## config.mk

```make
export PLATFORM = sky130hd
export DESIGN_NAME = alu_req_initiator
export DESIGN_NICKNAME = d
export VERILOG_FILES = /design/src/rtl/alu_req_initiator.sv
export SDC_FILE = /design/constraint.sdc
export NUM_CORES = 1
export LEC_CHECK = 0
export BUFFER_PORTS_ARGS = -buffer_cell sky130_fd_sc_hd__buf_2
export CAP_MARGIN = 10
export CORE_ASPECT_RATIO = 1.25
export CORE_MARGIN = 2
export CORE_UTILIZATION = 30
export DETAILED_ROUTE_END_ITERATION = 16
export PLACE_DENSITY = 0.55
export RECOVER_POWER = 100
export SYNTH_ARGS = -nofsm -noshare
export SYNTH_HDL_FRONTEND = slang
export SYNTH_SLANG_ARGS = --single-unit
```

## constraint.sdc

```tcl
create_clock -name clk -period 4.6 [get_ports clk]
set_input_delay 0.69 -clock clk [delete_from_list [all_inputs] [get_ports clk]]
set_output_delay 0.69 -clock clk [all_outputs]
set_load 0.005 [all_outputs]
```

## src/rtl/alu_req_initiator.sv

```systemverilog
// Initiator for the versioned 4-bit ALU: drives operands, samples the result after LATENCY cycles
// and returns tagged results through a response FIFO. Optional checker: define ALU_REQ_CHECK_EN.
module alu_req_initiator #(
    parameter int VERSION = 1,
    parameter int LATENCY = 2,
    parameter int DEPTH   = 4
) (
    input  logic       clk,
    input  logic       rst,
    input  logic       req_valid,
    output logic       req_ready,
    input  logic [3:0] req_a,
    input  logic [3:0] req_b,
    output logic [3:0] alu_a,
    output logic [3:0] alu_b,
    input  logic [3:0] alu_out1,
    input  logic [3:0] alu_out2,
    output logic       rsp_valid,
    input  logic       rsp_ready,
    output logic [3:0] rsp_data,
    output logic [3:0] rsp_tag,
    output logic       busy
`ifdef ALU_REQ_CHECK_EN
    ,
    output logic       chk_err,
    output logic [7:0] chk_count
`endif
);

    localparam int AW = (DEPTH > 1) ? $clog2(DEPTH) : 1;
    localparam int CW = $clog2(DEPTH + 1);
    localparam logic [CW-1:0] FULL_COUNT = CW'(DEPTH);
    localparam logic [3:0]    WAIT_INIT  = 4'(LATENCY - 1);

    typedef enum logic {IDLE, DRIVE} state_t;

    typedef struct packed {
        logic [3:0] data;
        logic [3:0] tag;
    } entry_t;

    state_t          state, state_nxt;
    logic            accept, push, pop;
    logic [3:0]      tag_cnt, cur_tag, wait_cnt, sample;
    logic [AW-1:0]   wr_ptr, rd_ptr;
    logic [CW-1:0]   count;
    entry_t          mem [DEPTH];
    entry_t          head;

    assign accept    = req_valid && req_ready;
    assign push      = busy && (wait_cnt == 4'd0);
    assign pop       = rsp_valid && rsp_ready;
    assign sample    = (VERSION == 1) ? alu_out1 : alu_out2;
    assign rsp_valid = (count != '0);

    // NOTE: sequential state is written with <= only, so every flop sees pre-edge values.
    always_ff @(posedge clk or posedge rst) begin
        if (rst) state <= IDLE;
        else     state <= state_nxt;
    end

    always_comb begin
        // NOTE: default assignment first so no path leaves state_nxt unassigned (no latch).
        state_nxt = state;
        case (state)
            IDLE:    if (accept) state_nxt = DRIVE;
            DRIVE:   if (wait_cnt == 4'd0) state_nxt = IDLE;
            default: state_nxt = IDLE;
        endcase
    end

    // req_ready is gated by rst so it reads 0 while reset is held, not just after it.
    always_comb begin
        req_ready = 1'b0;
        busy      = 1'b0;
        case (state)
            IDLE:    req_ready = !rst && (count < FULL_COUNT);
            DRIVE:   busy = 1'b1;
            default: ;
        endcase
    end

    always_ff @(posedge clk or posedge rst) begin
        if (rst) begin
            alu_a    <= 4'd0;
            alu_b    <= 4'd0;
            cur_tag  <= 4'd0;
            tag_cnt  <= 4'd0;
            wait_cnt <= 4'd0;
        end else if (accept) begin
            alu_a    <= req_a;
            alu_b    <= req_b;
            cur_tag  <= tag_cnt;
            tag_cnt  <= tag_cnt + 4'd1;
            wait_cnt <= WAIT_INIT;
        end else if (busy && wait_cnt != 4'd0) begin
            wait_cnt <= wait_cnt - 4'd1;
        end
    end

    // A push can never meet a full FIFO: the slot was reserved when the request was accepted.
    always_ff @(posedge clk or posedge rst) begin
        if (rst) begin
            wr_ptr <= '0;
            rd_ptr <= '0;
            count  <= '0;
        end else begin
            if (push) wr_ptr <= wr_ptr + 1'b1;
            if (pop)  rd_ptr <= rd_ptr + 1'b1;
            case ({push, pop})
                2'b10:   count <= count + 1'b1;
                2'b01:   count <= count - 1'b1;
                default: ;
            endcase
        end
    end

    // NOTE: the storage array is not reset; the head is masked to zero whenever the FIFO is empty.
    always_ff @(posedge clk) begin
        if (push) mem[wr_ptr] <= '{data: sample, tag: cur_tag};
    end

    assign head     = rsp_valid ? mem[rd_ptr] : '0;
    assign rsp_data = head.data;
    assign rsp_tag  = head.tag;

`ifdef ALU_REQ_CHECK_EN
    logic [3:0] expected;

    // The responder contract: version 1 echoes a on out1, other versions echo b on out2.
    assign expected = (VERSION == 1) ? alu_a : alu_b;

    always_ff @(posedge clk or posedge rst) begin
        if (rst) begin
            chk_err   <= 1'b0;
            chk_count <= 8'd0;
        end else if (push) begin
            if (sample != expected)      chk_err   <= 1'b1;
            else if (chk_count != 8'hFF) chk_count <= chk_count + 8'd1;
        end
    end
`endif

endmodule

```

==> results.sh <==
export IMPL_status="finished, violations left"
export IMPL_failed_checks="max-capacitance violations, max-slew violations"
export IMPL_start_util_pct=30.8
export IMPL_period_needed_ns=2.61
export IMPL_grt_busiest_layer="met2"
export IMPL_num_vias=1327
export IMPL_yosys_area_share_adder_pct=4.24
export IMPL_regArea_sq_um=1660
export IMPL_fillers=798
export IMPL_synthMuxAreaShare_pct=14.9
export IMPL_setup_viol=0
export IMPL_crit_buf_inv=1
export IMPL_synth_xor_area_share_pct=3.40
export IMPL_io_pins=39
export IMPL_cts_buffer_depth=2
export IMPL_comb_power_share_pct=27.2
export IMPL_synth_seq_cells=60
export IMPL_cts_sinks=60
export IMPL_die_h_microns=107
export IMPL_dp_cells=278
export IMPL_crit_family="flip-flops"
export IMPL_htreeDepth=3
export IMPL_wl_per_cell_microns=13.3
export IMPL_synthSimpleGateAreaFrac_pct=8.82
export IMPL_power_density_nw_per_um2=610
export IMPL_die_x_microns=86.3
export IMPL_rsz0062_at_grt="no"
export IMPL_crit_chain="mux4_2 -> and2_0 -> buf_2"
export IMPL_seq_power_share_pct=48.9
export IMPL_drive_above_1_share_pct=22.8
export IMPL_power_leakage_nw=1.16
export IMPL_core_area_sq_um=8240
export IMPL_syn_nets=178
export IMPL_postCtsSetupRepairBufs=0
export IMPL_synth_common_cells="edfxtp_1, dfrtp_1, mux2_1"
export IMPL_post_synth_top_area_cell="edfxtp_1"
export IMPL_finalCritPeriodShare_pct=56.8
export IMPL_fin_tns_setup_ns=0
export IMPL_syn_inst=150
export IMPL_synth_edf_count=32
export IMPL_swShare_pct=30.5
export IMPL_cts_buffers=9
export IMPL_grt_pass1_vias=1464
export IMPL_grt_pass1_wl_mm=7.03
export IMPL_gp_congestion=0.727
export IMPL_multi_input_area_sq_um=793
export IMPL_first_iter_violations=62
export IMPL_cp_end_kind="output pin"
export IMPL_clk_latency_ns=0.32
export IMPL_use_met2_pct=16.2
export IMPL_drc_errors=0
export IMPL_maxCapViolations=1
export IMPL_routed_via_density=4.51
export IMPL_holdWs_ns=0.466
export IMPL_crit_slowest_cell="dfrtp_1"
export IMPL_syn_cell_area_sq_um=2540
export IMPL_met3_usage_pct=3.16
export IMPL_grt_use_total_pct=10.1
export IMPL_diodes=0
export IMPL_port_buffers=34
export IMPL_power_total_mw=1.80
export IMPL_worstPathArrival_ns=1.92
export IMPL_fin_skew_ns=0.00474
export IMPL_cp_slowest_stage_delay_ns=0.73
export IMPL_clkTransAtPathRegs_ns=0.06
export IMPL_yosysMostFrequentCell="edfxtp_1"
export IMPL_totalWireLength_mm=3.92
export IMPL_async_flop_share_pct=46.7
export IMPL_grt_overflow=0
export IMPL_power_switching_uw=550
export IMPL_pwr_share_clk_pct=23.9
export IMPL_synth_top_family_by_area="multiplexers"
export IMPL_fin_cells=294
export IMPL_ys_warn_count=0
export IMPL_yosysSeqAreaShare_pct=65.4
export IMPL_cts_tree="done"
export IMPL_drv_slew=29
export IMPL_max_vdd_ir_drop_v=0.000263
export IMPL_synth_top_cells_by_area="edfxtp_1, dfrtp_1, mux4_2, mux2_1, ha_1"
export IMPL_hpwl_mm=2.64
export IMPL_synthFlopType="edfxtp_1"
export IMPL_cp_max_fo=10
export IMPL_tightestPinTransition_ns=1.52
export IMPL_root_buffer="clkbuf_8"
export IMPL_cts_resized=0
export IMPL_synth_top_area_share_pct=37.8
export IMPL_grt_max_degree=29
export IMPL_synth_cell_type_count=30
export IMPL_firstDrtPassIters=4
export IMPL_hold_class="flip-flop to flip-flop"
export IMPL_ctsHoldBuffers=0
export IMPL_areaGrowthSynthToFinish_pct=16.3
export IMPL_critPathKind="flip-flop to output pin"
export IMPL_finalHoldViolCount=0
export IMPL_max_slew_margin_pct=-1.12
export IMPL_grtUsageMet1_pct=11.8
export IMPL_rows=37
export IMPL_die_area_sq_um=9220
export IMPL_power_internal_mw=1.25
export IMPL_synth_compound_area_share_pct=0.394
export IMPL_critPathLaunchType="flip-flop"
export IMPL_required_ns=3.91
export IMPL_nNetsFinal=220
export IMPL_ant_nets=0
export IMPL_antenna_found_initial=0
export IMPL_r2r_slack_ns=2.19
export IMPL_synth_area_per_cell_sq_um=16.9
export IMPL_clock_fmax_ghz=0.383
[layout make-up]
cell class / instances / share of cell area (%)
sequential: 60 / 56.3
multi-input combinational: 76 / 26.9
timing repair buffer: 36 / 5.47
clock buffer: 9 / 4.19
tap: 97 / 4.11
clock inverter: 7 / 1.95
inverter: 9 / 1.14
[layer usage]
metal | vias up | share of wire, %
met2 | 44 | 47
met4 | 0 | 2.1
met3 | 7 | 5.9
li1 | 626 | -
met1 | 650 | 45
met5 | - | 0
[cells in the final DEF, fill, tap and decap left out]
cell,instances
buf_2,21
mux4_2,8
and2_0,9
nor2_1,4
dfrtp_1,28
nand2b_1,3
xor2_1,4
clkbuf_1,15
edfxtp_1,32
nand4_4,1
xnor2_1,5
nand2_2,1
nor4b_4,1
clkinvlp_4,1
nor4b_2,1
clkinv_2,1
clkinv_1,4
inv_1,9
mux2_1,14
nand2_1,2
fa_1,1
or3_1,1
mux2i_1,4
and2_1,4
nand4b_1,1
bufinv_16,1
clkbuf_8,9
o21ai_1,1
nor3_1,2
nand3_1,1
a21oi_1,1
ha_1,7
[kinds of logic after synthesis]
kind of cell / after synthesis
flip-flops: 60
AND/OR/NAND/NOR: 31
multiplexers: 26
XOR/XNOR: 9
buffers and inverters: 14
AO/OA/AOI/OAI: 2
adder cells (fa/ha/maj): 8
[state kept, by name, summed over array words and instances (netlist names), 2 cells and up]
register / count
mem: 32
alu_a: 4
alu_b: 4
cur_tag: 4
tag_cnt: 4
wait_cnt: 4
count: 3
rd_ptr: 2
wr_ptr: 2
[metrics by stage]
stage / cell area, sq um / setup WS [ns] / utilization [%]
global route: 2950 / 1.85 / 35.8
CTS: 2990 / 1.92 / 36.3
floorplan: 2540 / 2.65 / -
global placement: 2810 / 2.30 / 34.1
finish: 2950 / 1.99 / 35.8
detailed placement: 2810 / 2.28 / 34.1
[path summary, 6_finish.rpt]
path,startpoint,endpoint,depth (start not counted)
worst max-delay path,rd_ptr[0],rsp_tag[3],3
worst min-delay path,tag_cnt[3],tag_cnt[3],1
worst max register to register,wait_cnt[0],count[2],11
worst min register to register,tag_cnt[3],tag_cnt[3],1
max in group asynchronous,rst,cur_tag[3],3
min in group asynchronous,rst,wait_cnt[1],3
[power groups by stage]
stage / clock (mW) / combinational [mW] / sequential, mW
5_1_grt: 0.476 / 0.569 / 0.910
6_report: 0.430 / 0.489 / 0.881
4_1_cts: 0.449 / 0.519 / 0.889
2_1_floorplan: 0 / 0.405 / 0.832
3_5_place_dp: 0 / 0.519 / 0.898
3_3_place_gp: 0 / 0.509 / 0.891
No activity file was read; power rests on OpenSTA's default activity.
